`config.mk`:
```
export PLATFORM = sky130hd
export DESIGN_NAME = iram_fetch
export DESIGN_NICKNAME = d
export VERILOG_FILES = /design/src/rtl/iram_fetch.sv
export SDC_FILE = /design/constraint.sdc
export NUM_CORES = 1
export LEC_CHECK = 0
export BUFFER_PORTS_ARGS = -buffer_cell sky130_fd_sc_hd__clkbuf_2
export CORE_MARGIN = 4
export CORE_UTILIZATION = 55
export DETAILED_ROUTE_END_ITERATION = 10
export GPL_ROUTABILITY_DRIVEN = 0
export PLACE_DENSITY_LB_ADDON = 0.3
export SLEW_MARGIN = 20
export SYNTH_ARGS = -nofsm -noshare
export SYNTH_HDL_FRONTEND = slang
export SYNTH_SLANG_ARGS = --single-unit
```
`constraint.sdc`:
```
create_clock -name clk_i -period 11.4 [get_ports clk_i]
set_input_delay 2.85 -clock clk_i [delete_from_list [all_inputs] [get_ports clk_i]]
set_output_delay 2.85 -clock clk_i [all_outputs]
set_load 0.05 [all_outputs]
```
`src/rtl/iram_fetch.sv`:
```
// Instruction-fetch reader for the registered (1-cycle) instruction RAM port.
// Ports: clk_i/rst_n_i clock and async active-low reset; run_i fetch enable;
//   jump_i/jump_addr_i redirect; rd_en_o/rd_addr_o/rd_data_i RAM read port
//   (word address); inst_valid_o/inst_ready_i/inst_o/pc_o decode handshake.
module iram_fetch #(
    parameter int              XLEN     = 32,
    parameter logic [XLEN-1:0] RESET_PC = '0
) (
    input  logic            clk_i,
    input  logic            rst_n_i,
    input  logic            run_i,
    input  logic            jump_i,
    input  logic [XLEN-1:0] jump_addr_i,
    output logic            rd_en_o,
    output logic [XLEN-1:0] rd_addr_o,
    input  logic [XLEN-1:0] rd_data_i,
    output logic            inst_valid_o,
    input  logic            inst_ready_i,
    output logic [XLEN-1:0] inst_o,
    output logic [XLEN-1:0] pc_o
);

    logic [XLEN-1:0] pc;
    logic [XLEN-1:0] inflight_pc;
    logic            inflight;
    logic [1:0]      count;
    logic [XLEN-1:0] head_pc;
    logic [XLEN-1:0] head_inst;
    logic [XLEN-1:0] tail_pc;
    logic [XLEN-1:0] tail_inst;

    logic            deq;
    logic            push;
    logic            issue;
    logic [2:0]      occupancy;
    logic [XLEN-1:0] jump_pc;
    logic [XLEN-1:0] fetch_pc;

    assign jump_pc  = jump_addr_i & ~XLEN'(3);
    assign fetch_pc = jump_i ? jump_pc : pc;

    assign inst_valid_o = (count != 2'd0);
    assign deq          = inst_valid_o & inst_ready_i;
    // A redirect discards the response arriving this cycle.
    assign push         = inflight & ~jump_i;

    // Buffered plus outstanding words after this cycle's dequeue; keeping it
    // below 2 before issuing makes a push into a full buffer impossible.
    assign occupancy = {1'b0, count} + {2'b00, inflight} - {2'b00, deq};

    // Gated by reset so the RAM sees no read while reset is held.
    assign issue = rst_n_i & run_i & (jump_i | (occupancy < 3'd2));

    assign rd_en_o   = issue;
    assign rd_addr_o = fetch_pc >> 2;
    assign inst_o    = head_inst;
    assign pc_o      = head_pc;

    always_ff @(posedge clk_i or negedge rst_n_i) begin
        if (!rst_n_i) begin
            pc          <= RESET_PC;
            inflight    <= 1'b0;
            inflight_pc <= '0;
            count       <= 2'd0;
            head_pc     <= '0;
            head_inst   <= '0;
            tail_pc     <= '0;
            tail_inst   <= '0;
        end else begin
            inflight <= issue;
            if (issue) begin
                inflight_pc <= fetch_pc;
                pc          <= fetch_pc + XLEN'(4);
            end else if (jump_i) begin
                pc <= jump_pc;
            end

            if (jump_i) begin
                count <= 2'd0;
            end else begin
                case (count)
                    2'd0: begin
                        if (push) begin
                            head_pc   <= inflight_pc;
                            head_inst <= rd_data_i;
                            count     <= 2'd1;
                        end
                    end
                    2'd1: begin
                        if (push && deq) begin
                            head_pc   <= inflight_pc;
                            head_inst <= rd_data_i;
                        end else if (push) begin
                            tail_pc   <= inflight_pc;
                            tail_inst <= rd_data_i;
                            count     <= 2'd2;
                        end else if (deq) begin
                            count <= 2'd0;
                        end
                    end
                    default: begin
                        if (deq) begin
                            head_pc   <= tail_pc;
                            head_inst <= tail_inst;
                            if (push) begin
                                tail_pc   <= inflight_pc;
                                tail_inst <= rd_data_i;
                            end else begin
                                count <= 2'd1;
                            end
                        end
                    end
                endcase
            end
        end
    end

endmodule

```
After elaboration in Yosys (flattened, before gate mapping) --
Index checks and enable logic that the tools add are counted.
Word-level totals: word-level logic and storage cells 62, input bits 69, flip-flop bits (word level) 195, output and inout port bits 98
Operators by class: bitwise logic cells 7, eq/ne operators 8, add/subtract/negate cells 3, mux-type cells 26, magnitude comparators 1, reduce and logical (&&, ||, !) cells 9
Operators with widths (count):
- $mux 32 | 14
- $pmux 32 s2 | 4
- $add 32x3->32 const B | 1
- $mux 2 | 7
- $reduce_and 4->1 | 2
- $ne 2x2->1 const B | 3
- $ne 3x3->1 const B | 2
- $reduce_and 5->1 | 1
- $and 1x1->1 | 4
- $ne 4x2->1 const B | 1
- $ne 4x4->1 const B | 1
- $pmux 2 s2 | 1
- $reduce_bool 2->1 | 2
- $reduce_bool 4->1 | 1
- $add 2x1->3 | 1
- $lt 3x2->1 const B | 1
- $reduce_bool 3->1 | 1
- $sub 3x1->3 | 1
- $eq 2x1->1 const B | 1
- $logic_not 2->1 | 1
- $not 1->1 | 2
- $logic_and 1x1->1 | 1
- $or 1x1->1 | 1

Longest topological paths before layout --
word-level depth 7, depth in mapped cells 11, depth with buffers taken out 9

Least setup slack after synthesis --
Ideal clock, no wire load.
path type input -> output, start point in inst_ready_i, end point out rd_en_o, arrival time 4.877 ns, stages on the path 7, buffers on the path 2, slack 3.673 ns, data required time 8.550 ns, path through nand2_1 -> or2_2 -> a21boi_0 -> fa_1 -> o31ai_2 -> clkbuf_1 -> buf_2
On the way: cells in the longest elaborated chain, start to end 5
RTL lines:
- from (decl) | line 18 | input logic inst_ready_i,
- $and 1x1->1 | line 43 | assign deq = inst_valid_o & inst_ready_i;
- $sub 3x1->3 | line 49 | assign occupancy = {1'b0, count} + {2'b00, inflight} - {2'b00, deq};
- $lt 3x2->1 | line 52 | assign issue = rst_n_i & run_i & (jump_i | (occupancy < 3'd2));
- $or 1x1->1 | line 52
- $and 1x1->1 | line 52
- to (decl) | line 14 | output logic rd_en_o,
No other way between the ends.

Worst setup path after layout --
Same ends and word-level chain as after synthesis.

==> flow_summary.yaml <==
critical_path:
  slowest_delay_ps: 530
  start_kind: "input pin"
  path_cells: "clkbuf_2 -> nand2_1 -> or2_2 -> a21boi_0 -> fa_1 -> o31ai_4 -> clkbuf_2"
  cp.arrival_ps: 4850
  worstPathMaxFanout: 5
  r2r.worst_path.cells: 9
  crit_path_end_kind: "primary output"
  crit_path_top_delay_cell: "fa_1"
  crit_type: "input pin to primary output"
  cp.required_ps: 8550
  cp_common_cell: "clkbuf_2"
global_route:
  grt_max_degree: 129
  grt_overflow: 0
  track_usage_pct: 20.4
  grt_antenna_before_repair: 0
  grt_pass1_vias: 5813
  grt_first_pass_wirelength_um: 29700
timing:
  tightestPinTransition_ps: 894
  slew_viol_final: 0
  skew_ps: 10.5
  post-route-min-period_ps: 7700
  hold_violations: 0
  timing.final.ws_setup_ps: 3700
  finalCritPeriodShare_pct: 67.6
  rsz0062_at_grt: "no"
  slew_headroom_pct: 40.4
  clock.fmax_mhz: 130
  setup_tns_ps: 0
  final-setup-viol-count: 0
clock_network:
  cts_tree: "yes"
  h-tree-depth: 4
  post_cts_buffers: 0
  cts_buffers: 17
  cts_resized: 0
  cts.sinks: 195
  insertion_delay_ps: 430
  clockBufferDepth: 2
  cts_root_buf: "clkbuf_16"
  ctsHoldBuffers: 0
  clkTransAtPathRegs_ps: 70
logic_synthesis:
  synth_compound_area_share_pct: 6.58
  synth_common_cells: "195 x dfrtp_1, 102 x mux2_2, 84 x nand2_1"
  yosys_warnings: 0
  avgSynthCellArea_um2: 11.8
  synth.area.mux_share_pct: 21.0
  ys.flop_type: "dfrtp_1"
  synth_area_um2: 8980
  synthXorXnorAreaFrac_pct: 2.83
  synth_top_family_by_area: "multiplexers"
  synth_top_area_share_pct: 54.3
  synthTopCellsByArea: "dfrtp_1 54%, mux2_2 13%, mux2i_1 8.2%"
  synth-async-reset-ratio_pct: 100
  yosysSeqAreaShare_pct: 54.3
  ys_ff_latch: 195
  synth_area_leader_cell: "dfrtp_1"
  netlist_instances: 760
  yosys.area_share.simple_pct: 9.31
  synth_fa_ha_area_share_pct: 0.362
  synth_most_common_cell: "dfrtp_1"
  synth.distinct_cells: 46
  synth_edf_count: 0
die:
  core.rowCount: 46
  die_w_um: 136
  die_h_um: 136
  io_pins: 167
  initial_core_util_pct: 56.3
  design.die.area_um2: 18400
  core_area_um2: 15900
detailed_routing:
  drt-initial-drc-count: 261
  routed.top_layer: "met4"
  wl_met1_um: 8470
  routedWlPerCell_um: 16.3
  via_count: 5808
  dr_wl_met2_um: 8190
  drc: 0
  drtPass1Iterations: 5
  wl_met3_um: 1010
  drt-total-wl_um: 18000
  antenna_left: 0
  viasPerCell: 5.27
outcome:
  status: "complete, no violations"
final_layout:
  final_nets: 946
  final.fill_count: 1304
  diodes: 0
  area_growth_pct: 14.1
  drive_above_1_share_pct: 35.9
place:
  place_ws_ps: 3760
  dp_hpwl_um: 12400
  place.port_buffers: 162
pwr:
  p_leak_nw: 4.68
  ir_drop_mv: 0.114
  power_density_nw_per_um2: 210
hold_path:
  whs_path_depth: 2
  hold_path.class: "flip-flop to flip-flop"
job:
  max_cap_violations: 0
-- path summary, 6_finish.rpt --
path | start | to | slack [ps]
setup / recovery | inst_ready_i | rd_en_o | 3700
hold / removal | inst_o[30] | inst_o[30] | 480
setup reg to reg | count[1] | pc[30] | 7530
hold reg to reg | inst_o[30] | inst_o[30] | 480
max in group asynchronous | rst_n_i | count[1] | 7660
min in group asynchronous | rst_n_i | inst_o[30] | 2360
-- worst max-delay path: cells and delay by family --
family | cells | cell delay [ps]
fa+ha+maj | 1 | 530
buf+inv | 2 | 470
compound gates | 2 | 570
simple gates | 2 | 440
-- sequential cells by signal, summed over array words and instances (netlist names) --
register	count
count	2
inflight	1
tail_pc	32
inst_o	32
inflight_pc	32
pc	32
tail_inst	32
pc_o	32
-- cell usage in the layout (no fill, tap or decap), types with 2 or more instances in the layout --
cell type   Yosys  layout
nor2_1         19      19
a31oi_1         3       3
nand3b_1        9       9
mux2_2        102     102
a22oi_1         3       3
inv_1          16      16
mux2i_1        74      74
o21ai_0        68      68
clkbuf_1       17       5
nand2b_1        3       3
and2_1          4       4
xnor2_1        22      22
clkbuf_16       0      17
nand3_1        19      19
a21boi_0        2       2
dfrtp_1       195     194
nand4_1         5       5
clkbuf_2        0     161
conb_1          1       2
a21oi_1        15      15
nor2b_1         4       4
and3_1          3       2
nand4b_1        3       3
a22oi_2         3       3
nor3_2          5       5
nand2_1        84      84
buf_4          33       6
clkbuf_8        0       3
clkinvlp_4      0       5
xor2_1          7       7
-- cell families after synthesis --
family	Yosys count
buf+inv	90
simple gates	166
fa+ha+maj	2
xor+xnor	29
compound gates	101
other cells	1
flops	195
mux	176
-- final cells by class --
class                   instances  area (um2)  area share [%]
clock buffers                  24         472            4.60
repair buffers                169         876            8.54
flip-flops and latches        195        4880            47.6
clock inverters                 7        51.3           0.500
inverters                      16        60.1           0.586
well taps                     216         270            2.64
multi-input cells             476        3640            35.5
-- routing by layer --
metal / GRT usage [%] / vias up
li1: - / 2820
met1: 29.3 / 2823
met2: 31.3 / 145
met3: 4.90 / 20
met4: 5.94 / 0
met5: 0 / -
-- report_power, final --
group	total [mW]	switching, mW	internal (mW)
logic	0.644	0.450	0.194
clock network	0.538	0.249	0.290
registers	0.971	0.101	0.870
total	2.15	0.799	1.35
-- through the flow --
| stage | hold slack [ps] | instance area (um2) | total power [mW] | cells | utilization (%) |
|---|---|---|---|---|---|
| 2_1_floorplan | 469 | 8980 | 1.47 | 761 | - |
| 3_3_place_gp | 460 | 9720 | 1.61 | 1072 | 61.0 |
| 3_5_place_dp | 472 | 9720 | 1.64 | 1072 | 61.0 |
| 4_1_cts | 487 | 10200 | 2.18 | 1103 | 64.3 |
| 5_1_grt | 500 | 10200 | 2.27 | 1103 | 64.3 |
| 6_report | 481 | 10200 | 2.15 | 1103 | 64.3 |
No activity file was read; power rests on OpenSTA's default activity.
